File: config.mk
export PLATFORM = sky130hd
export DESIGN_NAME = spm
export DESIGN_NICKNAME = d
export VERILOG_FILES = /design/src/rtl/spm_pkg.sv /design/src/rtl/spm_csa.sv /design/src/rtl/spm.sv
export SDC_FILE = /design/constraint.sdc
export NUM_CORES = 1
export LEC_CHECK = 0
export ABC_AREA = 1
export BUFFER_PORTS_ARGS = -buffer_cell sky130_fd_sc_hd__buf_4
export CAP_MARGIN = 40
export CORE_MARGIN = 1.5
export CORE_UTILIZATION = 45
export CTS_CLUSTER_DIAMETER = 120
export DETAILED_ROUTE_END_ITERATION = 6
export MAX_ROUTING_LAYER = met4
export REMOVE_ABC_BUFFERS = 1
export SYNTH_ARGS = -nofsm -noshare
export SYNTH_HDL_FRONTEND = slang
export SYNTH_SLANG_ARGS = --single-unit
export TNS_END_PERCENT = 10
File: constraint.sdc
create_clock -name clk -period 2.1 [get_ports clk]
set_input_delay 0.21 -clock clk [delete_from_list [all_inputs] [get_ports clk]]
set_output_delay 0.21 -clock clk [all_outputs]
set_load 0.01 [all_outputs]
File: src/rtl/spm_pkg.sv
// Shared constants and state encoding for the serial-parallel multiplier.
package spm_pkg;

    localparam int unsigned SPM_WIDTH = 32;

    typedef enum logic [1:0] {
        IDLE = 2'd0,
        BUSY = 2'd1,
        DONE = 2'd2
    } spm_state_e;

endpackage

File: src/rtl/spm_csa.sv
// Single-bit carry-save cell: adds (a & b) + neighbour sum + own carry and
// keeps the sum and carry in local registers.
module spm_csa (
    input  logic clk,
    input  logic rst,
    input  logic i_clr,
    input  logic i_en,
    input  logic i_a,
    input  logic i_b,
    input  logic i_sum,
    output logic o_sum
);

    logic       r_sum;
    logic       r_carry;
    logic [1:0] w_tot;

    assign w_tot = 2'(i_a & i_b) + 2'(i_sum) + 2'(r_carry);
    assign o_sum = r_sum;

    // Sum/carry registers: cleared on operation launch, advance one step per busy cycle.
    always_ff @(posedge clk or negedge rst) begin
        if (!rst) begin
            r_sum   <= 1'b0;
            r_carry <= 1'b0;
        end else if (i_clr) begin
            r_sum   <= 1'b0;
            r_carry <= 1'b0;
        end else if (i_en) begin
            r_sum   <= w_tot[0];
            r_carry <= w_tot[1];
        end
    end

endmodule

File: src/rtl/spm.sv
// Serial-parallel unsigned multiplier: MC held in parallel, MP shifted in
// LSB-first, one product bit retired per busy cycle into a shift register.
module spm
    import spm_pkg::*;
#(
    parameter int unsigned WIDTH = SPM_WIDTH
) (
    input  logic                 clk,
    input  logic                 rst,
    input  logic [WIDTH-1:0]     MP,
    input  logic [WIDTH-1:0]     MC,
    input  logic                 start,
    output logic [2*WIDTH-1:0]   P,
    output logic                 done
);

    localparam int unsigned PW = 2 * WIDTH;
    localparam int unsigned CW = $clog2(PW + 1);

    spm_state_e       r_state;
    logic [WIDTH-1:0] r_mc;
    logic [WIDTH-1:0] r_mp;
    logic [CW-1:0]    r_cnt;
    // Lowest product bit lives in s[0] only after the first busy edge, so the
    // first shifted-in bit is stale and falls off the bottom of this register.
    logic [PW-2:0]    r_shift;

    logic [WIDTH-1:0] w_sum_q;
    logic             w_bit;
    logic             w_clr;
    logic             w_en;

    assign w_bit = r_mp[0];
    assign w_clr = (r_state == IDLE) && start;
    assign w_en  = (r_state == BUSY);

    // Carry-save chain: cell i takes its sum input from cell i+1 (zero at the top).
    for (genvar i = 0; i < WIDTH; i++) begin : g_cell
        logic w_sin;
        if (i == WIDTH - 1) begin : g_top
            assign w_sin = 1'b0;
        end else begin : g_mid
            assign w_sin = w_sum_q[i+1];
        end
        spm_csa u_csa (
            .clk   (clk),
            .rst   (rst),
            .i_clr (w_clr),
            .i_en  (w_en),
            .i_a   (r_mc[i]),
            .i_b   (w_bit),
            .i_sum (w_sin),
            .o_sum (w_sum_q[i])
        );
    end

    // Control FSM, operand capture, product shift register and registered outputs.
    always_ff @(posedge clk or negedge rst) begin
        if (!rst) begin
            r_state <= IDLE;
            r_mc    <= '0;
            r_mp    <= '0;
            r_cnt   <= '0;
            r_shift <= '0;
            P       <= '0;
            done    <= 1'b0;
        end else begin
            done <= 1'b0;
            case (r_state)
                IDLE: begin
                    if (start) begin
                        r_mc    <= MC;
                        r_mp    <= MP;
                        r_cnt   <= CW'(PW);
                        r_state <= BUSY;
                    end
                end
                BUSY: begin
                    r_mp    <= r_mp >> 1;
                    r_shift <= {w_sum_q[0], r_shift[PW-2:1]};
                    r_cnt   <= r_cnt - CW'(1);
                    if (r_cnt == CW'(1)) begin
                        r_state <= DONE;
                    end
                end
                DONE: begin
                    // s[0] now holds the final (MSB) product bit.
                    P       <= {w_sum_q[0], r_shift};
                    done    <= 1'b1;
                    r_state <= IDLE;
                end
                default: begin
                    r_state <= IDLE;
                end
            endcase
        end
    end

endmodule

==> results of run 1 <==
==> power groups by stage <==
stage	combinational [mW]	clock [mW]	sequential, mW
2_1_floorplan	0.000598	0	5.20
3_3_place_gp	0.218	0	5.20
3_5_place_dp	0.216	0	5.20
4_1_cts	0.312	5.51	5.11
5_1_grt	0.344	5.74	5.10
6_report	0.307	5.36	5.11
==> cell families (layout without fill, tap and decap cells) <==
logic type	Yosys count	count (layout)	synth area share
AO/OA/AOI/OAI	130	130	0.0590
adder cells (fa/ha/maj)	34	34	0.0594
buffers and inverters	168	372	0.0685
flip-flops	265	265	0.598
other	0	1	0
AND/OR/NAND/NOR	611	611	0.215
==> cell usage after synthesis (5+ instances only) <==
library cell	count	area [um^2]
sky130_fd_sc_hd__nand3_1	37	185
sky130_fd_sc_hd__o21ai_0	115	576
sky130_fd_sc_hd__nor2_1	9	33.8
sky130_fd_sc_hd__fa_1	31	621
sky130_fd_sc_hd__buf_6	8	90.1
sky130_fd_sc_hd__inv_1	101	379
sky130_fd_sc_hd__nand2_1	556	2090
sky130_fd_sc_hd__inv_2	5	18.8
sky130_fd_sc_hd__buf_2	31	155
sky130_fd_sc_hd__buf_4	8	60.1
sky130_fd_sc_hd__o21ai_1	13	65.1
sky130_fd_sc_hd__clkbuf_1	15	56.3
sky130_fd_sc_hd__dfrtp_1	265	6630
==> through the flow <==
stage | cell area (um^2) | instances
2_1_floorplan | 10700 | 1146
3_3_place_gp | 12400 | 1618
3_5_place_dp | 12400 | 1618
4_1_cts | 14100 | 1736
5_1_grt | 14100 | 1737
6_report | 14100 | 1737
==> registers in the layout, indices dropped and copies added, names as in the netlist <==
| name | count |
|---|---|
| P | 64 |
| r_shift | 63 |
| g_cell.u_csa.o_sum | 32 |
| g_cell.u_csa.r_carry | 32 |
| r_mc | 32 |
| r_mp | 32 |
| r_cnt | 7 |
| r_state | 2 |
| done | 1 |
==> area by class of cell <==
| type | count | area [um^2] | share of cell area |
|---|---|---|---|
| sequential | 265 | 6630 | 0.472 |
| multi-input combinational | 775 | 3700 | 0.263 |
| timing repair buffer | 213 | 1890 | 0.135 |
| clock buffer | 43 | 878 | 0.0625 |
| tap | 324 | 405 | 0.0288 |
| inverter | 106 | 398 | 0.0283 |
| clock inverter | 10 | 153 | 0.0109 |
| antenna | 1 | 2.50 | 0.000178 |
==> worst max-delay path, cell delays in order, from the launching register on <==
cell and delay, ps:
sky130_fd_sc_hd__dfrtp_1 450, sky130_fd_sc_hd__buf_12 210, sky130_fd_sc_hd__nand2_1 70, sky130_fd_sc_hd__inv_1 80
sky130_fd_sc_hd__fa_1 410, sky130_fd_sc_hd__nand2_1 80, sky130_fd_sc_hd__nand2_1 50
==> cells in the final DEF (no fill, tap or decap), types with 2 or more instances in the layout <==
cell                            synthesis  routed
sky130_fd_sc_hd__bufinv_16              0       4
sky130_fd_sc_hd__ha_1                   3       3
sky130_fd_sc_hd__nand3_1               37      37
sky130_fd_sc_hd__o21ai_1               13      13
sky130_fd_sc_hd__clkinv_2               0       5
sky130_fd_sc_hd__nand2_1              556     556
sky130_fd_sc_hd__clkbuf_16              0      29
sky130_fd_sc_hd__nand2_4                1       2
sky130_fd_sc_hd__dfrtp_1              265     265
sky130_fd_sc_hd__o21ai_0              115     115
sky130_fd_sc_hd__buf_4                  8     137
sky130_fd_sc_hd__fa_1                  31      31
sky130_fd_sc_hd__buf_12                 0      10
sky130_fd_sc_hd__inv_2                  5       5
sky130_fd_sc_hd__clkbuf_1              15       4
sky130_fd_sc_hd__inv_1                101     101
sky130_fd_sc_hd__clkbuf_8               0      10
sky130_fd_sc_hd__dlygate4sd3_1          0      65
sky130_fd_sc_hd__nor2_1                 9       9
sky130_fd_sc_hd__nand4_1                2       2
==> worst min path at each step <==
stage                from       end  slack, ps  cells past startpoint
detailed placement    rst     P[54]        160                      1
global placement      rst     P[54]        160                      1
global route        start  r_cnt[0]         60                      4
CTS                 start  r_cnt[0]         40                      4
finish              start  r_cnt[0]         60                      4
floorplan             rst      P[0]        -90                      0
==> routing by layer <==
| metal | vias to the layer above | GRT usage | share of wire |
|---|---|---|---|
| li1 | 4052 | - | - |
| met1 | 3746 | 0.252 | 0.48 |
| met2 | 155 | 0.290 | 0.45 |
| met3 | 31 | 0.0296 | 0.047 |
| met4 | 0 | 0.0442 | 0.017 |
| met5 | - | - | 0 |
==> repair_timing <==
action / in CTS / in global routing
hold endpoints to repair: 115 / 0
buffers inserted: 0 / 0
hold buffers: 65 / 0
==> flow_results.org, run 1 <==
** Outcome
- Status :: finished clean

** Timing
- Time the worst path needs with I/O delays and setup :: about 1500 ps
- Setup slack on the critical path of the routed design comes to roughly 600 ps.
- The worst pin sits at a relative slew slack of 0.700.
- Worst Skew :: approximately 6.5 ps
- Setup tns final :: 0 ps
- Hold violation count in the final report :: 0
- The max-slew violation total from the final report was 0.
- Slew of the pin with the lowest slew margin :: around 450 ps
- Final worst hold slack :: just under 60 ps
- Total setup violations reported at the end of the flow :: 0
- Final critical-path share of the clock period :: 0.713
- FMAX :: around 0.67 GHz
- Setup repair after global routing missed its margin :: no

** Route
- Dividing the detail-routed via count by the number of cells gives 4.60.
- Dividing the detail-routed wire length by the instance count gives approximately 12 um.
- Via count :: 7,984
- The pre-antenna-repair detailed-routing pass consisted of 4 iterations.
- Iter 0 DRT Violations :: 430
- In the routed design, unresolved DRC markers number 0.
- Overall routed net length :: roughly 22,000 um
- Detail Route Antenna Nets :: 0

** Power and ir drop
- Of the total power, the clock network draws 0.498.
- Summing internal, switching and leakage power gives roughly 11 mW.
- Areal power density over the cells :: 767 mW/mm^2
- The internal power of the cells totals 8.64 mW.
- Switching power :: 2.14 mW
- Peak supply drop :: approximately 0.00055 V
- Sequential share of power :: 0.474
- Switching part of the total power :: 0.198
- Static leakage :: between 7 and 8 nW
- Comb power frac :: 0.029

** Die
- In this run the count of I/O pins placed on the die edge is 132.
- The die covers around 0.026 mm^2.
- For this configuration, the core starts out at a cell density of 0.457.
- The floorplan has 57 rows.
- From left edge to right edge, the die measures about 160 um.
- Std-Cell Core Area :: between 0.02 and 0.025 mm^2
- The die is ~160 um tall.

** Yosys
- Synthesis produced a netlist whose cell count is 1,208.
- Average cell area after synthesis :: between 9 and 10 um^2
- After synthesis the netlist holds a flip-flop and latch count of 265.
- The synthesized netlist occupies a cell area of 0.0111 mm^2.
- Yosys mapped a number of flops with a built-in enable equal to 0.
- For this run, the leading register cell type out of synthesis is sky130_fd_sc_hd__dfrtp_1.
- During synthesis, Yosys emitted a total of 0 warnings.
- Register area share after synthesis :: 0.598
- Yosys mapped the design onto 23 distinct sky130hd cell types.
- Synth async-reset ratio :: 1.00

** Worst setup path
- CP endpoint :: g_cell[9].u_csa.o_sum
- The startpoint identified for the worst register-to-register timing path is r_mp[0].
- STA classifies the critical path endpoint as a flip-flop.
- Largest fanout of any net on the critical path :: 29
- CP Data Required Time :: about 2500 ps
- Endpoint of the most critical register-to-register path :: g_cell[9].u_csa.o_sum
- STA classifies the critical path startpoint as a flip-flop.
- Critical Path Source :: r_mp[0]
- Reg2Reg Setup Slack :: between 600 and 700 ps
- R2r worst-path depth :: 6
- Worst setup path category :: flip-flop to flip-flop
- Data arrives at the worst endpoint at 1920 ps.

** Final layout
- Post-Route Utilization :: 0.580
- Share of layout cells above drive strength 1 :: 0.147
- Total number of nets in the final design :: 1,491
- Relative to the synthesized area, the layout overhead comes to 26.9%.
- Filler Cell Count :: 2,178

** Clock tree
- The clock passes through at most 3 buffers.
- The clock reaches the later pin of the worst-skew pair after about 530 ps.
- Number of gates resized after cts :: 0
- Root buffer cell :: sky130_fd_sc_hd__clkbuf_16
- TritonCTS clock tree :: built
- CTS sink count :: around 270
- Clock-pin transition on the worst setup and hold timing paths :: ~60 ps
- Total CTS buffers :: 29
- Number of H-tree branching levels :: 1

** Global route
- The first global-routing pass estimated slightly below 40,000 um of wire.
- The number of global-route vias before repair came to just over 8,000.
- Initial antenna violation count :: 1
- Entering global routing, the biggest net connects about 130 pins.
- Global routing finished with a remaining overflow of 0.
- In the global route stage, overall resource usage came out at 0.184.

** Job
- Total of max-cap violations :: 0

** Hold path
- Path category of the worst min-delay check :: input pin to flip-flop

** Placement
- Before CTS, the worst setup slack after placement is around 620 ps.
- Detailed placement finished with a half-perimeter wire length of between 10,000 and 15,000 um.
- In this run the tool buffered the top-level ports with between 100 and 150 buffer cells.
- At the end of routability-driven placement, the weighted congestion stood at about 0.73.
(Power assumes the default switching activity.)
==> run 2, diff against run 1 <==
==> constraint.sdc (replaced) <==
create_clock -name clk -period 1.5 [get_ports clk]
set_input_delay 0.15 -clock clk [delete_from_list [all_inputs] [get_ports clk]]
set_output_delay 0.15 -clock clk [all_outputs]
set_load 0.01 [all_outputs]
==> flow_results.org, run 2 (synthesis results as in run 1) <==
** Die
- DIE WIDTH :: 160 um
- The die is between 150 and 200 um tall.
- Ports :: around 130
- Standard-cell rows :: between 50 and 60
- The die covers 0.0256 mm^2.
- The initial utilization of the core area, before any placement, comes to 0.457.
- After floorplanning, the core was sized to cover ~0.024 mm^2.

** Clock tree
- The clock reaches the later pin of the worst-skew pair after about 530 ps.
- The clock drives around 270 sinks.
- Clock-pin slew was measured on the worst setup and hold paths at around 60 ps.
- Number of H-tree branching levels :: 1
- TritonCTS built the clock tree.
- TritonCTS created 29 clock buffers.
- Root buffer cell :: sky130_fd_sc_hd__clkbuf_16
- No sink is reached through more buffers than the 3 on the longest clock path.

** Timing
- The max-slew violation total from the final report is 0.
- Setup violations remaining at the end of the flow were counted as 0.
- Worst path setup slack after routing :: 101 ps
- The count of endpoints failing hold in the final timing report is 0.
- Final critical-path share of the clock period :: 0.933
- Setup total negative slack on the finished layout was measured at 0 ps.
- Time the worst path needs with I/O delays and setup :: between 1000 and 1500 ps
- Setup repair after global routing missed its margin :: no
- For the final database, setup skew stands at roughly 13 ps.
- Slew of the pin with the lowest slew margin :: between 300 and 400 ps
- FMAX :: between 0.7 and 0.8 GHz
- Max_slew headroom :: 0.743

** Hold path
- Path category of the worst min-delay check :: input pin to flip-flop
- In this run the most critical hold path is launched from start.

** Power and ir drop
- For this design the ratio of total power to cell area is between 1000 and 1500 mW/mm^2.
- Cell internal power dissipation :: around 12 mW
- Of the total power, combinational logic draws 0.030.
- Of the total power, the share spent switching nets is 0.202.
- Of the total power, the clock network draws 0.486.
- Static leakage :: 7.68 nW
- Of the total power, registers draw 0.484.
- Across the VDD grid, the largest voltage drop is 0.000730 V.
- Total power for the finished layout comes to between 10 and 15 mW.
- Switching power :: roughly 3.0 mW

** Worst setup path
- The critical path is of the flip-flop to flip-flop type.
- Data arrival time of the critical path :: about 1800 ps
- Critical Path Source :: r_mp[0]
- CP Data Required Time :: between 1500 and 2000 ps
- The worst setup path is captured at a flip-flop.
- In this run the worst path has a maximum fanout of 27.
- The worst register-to-register path begins at r_mp[0].
- CP startpoint kind :: flip-flop

** Route
- The final route contains between 8,000 and 9,000 vias.
- For this run, the detailed router's first-pass iteration total came to 4.
- Once detail routing completed, the nets flagged for antenna violations numbered 0.
- Number of remaining DRC errors :: 0
- Dividing the detail-routed via count by the number of cells gives 4.61.
- The routed design has 21,700 um of wire.
- Average detailed-routed wire length per instance :: approximately 12 um
- Iter 0 DRT Violations :: 352

** Final layout
- Total number of nets in the final design :: approximately 1,500
- The largest registers in the layout are P x64, r_shift x63.
- In the final layout, the share of cells above drive strength 1 is 0.151.
- Register bank with the most flops :: P
- Most common cell after layout, fill and taps aside :: sky130_fd_sc_hd__nand2_1
- The library cells used most frequently in the layout, excluding fill and tap cells, are 556 x sky130_fd_sc_hd__nand2_1, 265 x sky130_fd_sc_hd__dfrtp_1, 137 x sky130_fd_sc_hd__buf_4.
- Measured on the finished design, the core utilization comes to 0.584.
- ANT cells :: 0
- The area growth from synthesis to layout is 27.8%.
- The register with the most flip-flops in the layout has 64 of them.

** Outcome
- Status :: finished clean

** Placement
- Post-Place Setup Slack :: approximately 110 ps
- The congestion estimate from routability-driven global placement came to 0.713.
- Input and output buffers added on the ports amount to roughly 130.
- The HPWL after detailed placement is 13,500 um.

** Global route
- First-pass GRT wire length :: 38,100 um
- For this run, the total global-route usage over all layers was measured as 0.182.
- Vias in the first global route :: 8,040
- Maximum number of pins on one net before global-route repair :: between 70 and 80
- Initial antenna violation count :: 0
- Global-route congestion overflow total :: 0

** Job
- Max-cap violations in this run came to 0.
==> run 2: power groups by stage <==
stage	logic [mW]	registers [mW]	clock network, mW
2_1_floorplan	0.000836	7.28	0
3_5_place_dp	0.312	7.28	0
4_1_cts	0.445	7.15	7.38
5_1_grt	0.491	7.14	7.66
3_3_place_gp	0.311	7.28	0
6_report	0.436	7.15	7.17
==> run 2: layer usage <==
layer | track usage | vias to the layer above | share of wire
met5 | - | - | 0
met4 | 0.0336 | 0 | 0.012
met3 | 0.0265 | 21 | 0.047
met2 | 0.295 | 152 | 0.46
met1 | 0.249 | 3808 | 0.48
li1 | - | 4060 | -
==> run 2: per-stage QoR <==
| stage | std cells | hold WS, ps | cell area [um^2] |
|---|---|---|---|
| final | 1744 | 72.5 | 14200 |
| after global routing | 1744 | 94.7 | 14200 |
| after CTS | 1744 | 48.4 | 14200 |
| after detailed placement | 1626 | 46.6 | 12500 |
| after global placement | 1626 | 44.6 | 12500 |
| after floorplan | 1146 | -146 | 10700 |
==> run 2: worst max-delay path, cell delays in order (launching register included) <==
cell                      delay, ps
sky130_fd_sc_hd__dfrtp_1        410
sky130_fd_sc_hd__buf_12         170
sky130_fd_sc_hd__nand2_1         70
sky130_fd_sc_hd__inv_1           50
sky130_fd_sc_hd__fa_1           450
sky130_fd_sc_hd__nand2_1         80
sky130_fd_sc_hd__nand2_1         50
==> run 2: layout make-up <==
class	count	area (um^2)
Sequential cell	265	6630
Clock buffer	41	841
Clock inverter	12	138
Multi-Input combinational cell	775	3700
Fill cell	2181	10100
Tap cell	324	405
Timing Repair Buffer	221	2050
Inverter	106	398
==> run 2: path summary, 6_finish.rpt <==
kind / endpoint / slack, ps / cells after the start
worst min register to register: r_mc[28] / 470 / 2
max in group asynchronous: r_shift[15] / 730 / 3
worst max register to register: g_cell[9].u_csa.o_sum / 100 / 6
worst min-delay path: r_cnt[0] / 70 / 5
worst max-delay path: g_cell[9].u_csa.o_sum / 100 / 6
min in group asynchronous: P[48] / 90 / 2
==> run 2: timing repair <==
| item | 4_1_cts | 5_1_grt |
|---|---|---|
| resized for setup | 0 | 0 |
| buffers inserted | 0 | 0 |
| hold buffers | 65 | 0 |
| hold endpoints to repair | 329 | 0 |
==> run 3, diff against run 2 <==
--- a/config.mk
+++ b/config.mk
@@ -6,12 +6,12 @@
 export NUM_CORES = 1
 export LEC_CHECK = 0
 export ABC_AREA = 1
-export BUFFER_PORTS_ARGS = -buffer_cell sky130_fd_sc_hd__buf_4
 export CAP_MARGIN = 40
 export CORE_MARGIN = 1.5
 export CORE_UTILIZATION = 45
 export CTS_CLUSTER_DIAMETER = 120
 export DETAILED_ROUTE_END_ITERATION = 6
+export DONT_BUFFER_PORTS = 1
 export MAX_ROUTING_LAYER = met4
 export REMOVE_ABC_BUFFERS = 1
 export SYNTH_ARGS = -nofsm -noshare
==> flow_results.org, run 3 (synthesis results as in run 1) <==
** Outcome
- Status :: finished, violations left
- The final reports fail on hold timing.

** Worst setup path
- Reg2Reg Setup Slack :: 120 ps
- Worst setup path category :: flip-flop to flip-flop
- Counting cells, the worst reg-to-reg path comes to 6.
- CP Data Required Time :: 1910 ps
- The worst setup path is captured at a flip-flop.
- STA classifies the critical path startpoint as a flip-flop.
- Largest fanout of any net on the critical path :: 24
- Data arrival time of the critical path :: approximately 1800 ps
- The endpoint identified for the worst register-to-register timing path is g_cell[0].u_csa.o_sum.
- The startpoint identified for the worst register-to-register timing path is r_mp[0].

** Global route
- Global-route track usage on met3 :: 0.0405
- Most used routing layer :: met2
- Initial antenna violation count :: 0
- In the global route stage, met1 resource usage came out at 0.231.
- Maximum number of pins on one net before global-route repair :: approximately 270
- The total overflow left after global routing is 0.
- First-pass GRT wire length :: 35,600 um
- For this run, global-route usage on met2 was measured as 0.261.
- The number of global-route vias before repair is approximately 7,300.
- Overall global routing resource usage :: 0.170

** Power and ir drop
- Areal power density over the cells :: ~1100 mW/mm^2
- Sequential share of power :: 0.517
- Of the total power, the share spent switching nets is 0.194.
- The share of total power dissipated in combinational logic is 0.010.
- Clk pwr share :: 0.473
- Peak supply drop :: 0.000764 V
- Switching power :: roughly 2.7 mW
- Static leakage :: 6.84 nW
- Cell internal power dissipation :: between 10 and 15 mW

** Placement
- Instance area at placement :: roughly 0.011 mm^2
- Routability congestion estimate :: roughly 0.72
- Detailed placer's ending HPWL :: about 12,000 um
- In this run the tool buffered the top-level ports with 0 buffer cells.

** Final layout
- The largest registers in the layout are P x64, r_shift x63.
- Most common cell after layout, fill and taps aside :: sky130_fd_sc_hd__nand2_1
- The register with the most flip-flops in the layout has between 60 and 70 of them.
- The finished cells cover between 0.01 and 0.015 mm^2.
- The number of antenna diodes in the final layout is 0.
- Total number of nets in the final design :: 1,356
- Share of layout cells above drive strength 1 :: 0.0480
- The top cell types in the final layout, fill and taps aside, are 556 x sky130_fd_sc_hd__nand2_1, 265 x sky130_fd_sc_hd__dfrtp_1, 115 x sky130_fd_sc_hd__o21ai_0.
- Relative to the synthesized area, the layout overhead comes to 16.1%.
- Counting flops per register, the top entry is P.

** Die
- DIE WIDTH :: 160 um
- Ports :: between 100 and 150
- Die Footprint :: 0.0256 mm^2
- The core region is ~0.024 mm^2.
- The floorplan has 57 rows.
- For this configuration, the core starts out at a cell density of 0.457.
- Die extent in y :: roughly 160 um

** Clock tree
- TritonCTS built the clock tree.
- Post-CTS Hold Fix Bufs :: 65
- Number of buffers inserted to repair setup after CTS :: 0
- Once the clock tree was built, the resizer swapped 0 gates to a different size.
- Root buffer cell :: sky130_fd_sc_hd__clkbuf_16
- Buffers inserted during clock tree synthesis total 29.
- After clock tree synthesis, the clock-pin slew on the worst setup and hold paths is 60 ps.
- CTS sink count :: between 200 and 300
- Clk Latency, worst-skew pair :: about 530 ps
- Number of buffers on the longest clock path :: 3
- Number of H-tree branching levels :: 1

** Route
- Detail Route Antenna Nets :: 0
- Number of remaining DRC errors :: 0
- The first detailed-routing pass took 5 iterations.
- Using the TritonRoute via totals, the vias-per-cell ratio works out to 4.72.
- Average detailed-routed wire length per instance :: 12.9 um
- Overall routed net length :: slightly above 20,000 um
- Via count :: ~7,500
- Iter 0 DRT Violations :: approximately 480

** Timing
- Setup repair after global routing missed its margin :: no
- The smallest clock period supported by the final layout is computed as 1380 ps.
- Final worst hold slack :: -681 ps
- FMAX :: just over 0.7 GHz
- Worst Skew :: ~6.3 ps
- Total setup violations reported at the end of the flow :: 0
- Final critical-path share of the clock period :: 0.920
- Max_slew headroom :: 0.709
- Hold violation count in the final report :: 265
- The max-slew violation total from the final report was 0.
- At the pin with the least slew margin, the transition time is about 440 ps.

** Hold path
- Path category of the worst min-delay check :: input pin to async pin

** Job
- Max-cap violations in this run came to 0.
-- run 3: cell types whose count changed in the layout (fill, tap and decap cells not counted), moves of 2 or more --
| cell | change |
|---|---|
| sky130_fd_sc_hd__buf_4 | -133 |
| sky130_fd_sc_hd__clkinv_2 | -3 |
| sky130_fd_sc_hd__clkbuf_8 | -3 |
| sky130_fd_sc_hd__clkbuf_1 | +5 |
| sky130_fd_sc_hd__bufinv_16 | -2 |
| sky130_fd_sc_hd__buf_12 | -9 |
-- run 3: final cells by class --
| type | count | area [um^2] |
|---|---|---|
| Fill cell | 2259 | 11400 |
| Multi-Input combinational cell | 775 | 3700 |
| Inverter | 106 | 399 |
| Timing Repair Buffer | 78 | 861 |
| Tap cell | 324 | 405 |
| Clock buffer | 43 | 818 |
| Clock inverter | 5 | 50.0 |
| Sequential cell | 265 | 6630 |
-- run 3: stage by stage --
step | total power, mW | utilization | std cells | TNS [ps] | worst slack (ps)
3_5_place_dp | 7.28 | 0.468 | 1483 | 0 | 127
5_1_grt | 14.4 | 0.530 | 1596 | 0 | 43.3
4_1_cts | 14.1 | 0.530 | 1596 | 0 | 117
2_1_floorplan | 7.28 | - | 1146 | -90990 | -713
3_3_place_gp | 7.28 | 0.468 | 1483 | 0 | 139
6_report | 13.8 | 0.530 | 1596 | 0 | 119
-- run 3: per-layer routing --
metal	vias up	share of wire
met5	-	0
met4	0	0.019
met3	38	0.061
met2	159	0.46
met1	3552	0.46
li1	3786	-
-- run 3: worst max-delay path by stage --
stage                           from               endpoint  slack, ps  cells past startpoint
after floorplan           r_state[1]                r_mp[0]       -710                      6
after global placement       r_mp[0]  g_cell[0].u_csa.o_sum        140                      6
after detailed placement     r_mp[0]  g_cell[0].u_csa.o_sum        130                      6
after CTS                 r_state[0]               r_cnt[6]        120                      6
after global routing      r_state[0]               r_cnt[6]         40                      6
final                        r_mp[0]  g_cell[0].u_csa.o_sum        120                      6
-- run 3: critical path, stage by stage (launching register included) --
cell,delay [ps]
sky130_fd_sc_hd__dfrtp_1,410
sky130_fd_sc_hd__buf_12,170
sky130_fd_sc_hd__nand2_1,60
sky130_fd_sc_hd__inv_1,50
sky130_fd_sc_hd__fa_1,430
sky130_fd_sc_hd__nand2_1,70
sky130_fd_sc_hd__o21ai_0,60
-- run 3: power groups by stage --
| stage | clock (mW) | combinational [mW] | sequential (mW) |
|---|---|---|---|
| 2_1_floorplan | 0 | 0.000836 | 7.28 |
| 3_3_place_gp | 0 | 0.000875 | 7.28 |
| 3_5_place_dp | 0 | 0.000856 | 7.28 |
| 4_1_cts | 6.79 | 0.139 | 7.15 |
| 5_1_grt | 7.06 | 0.151 | 7.15 |
| 6_report | 6.55 | 0.141 | 7.15 |
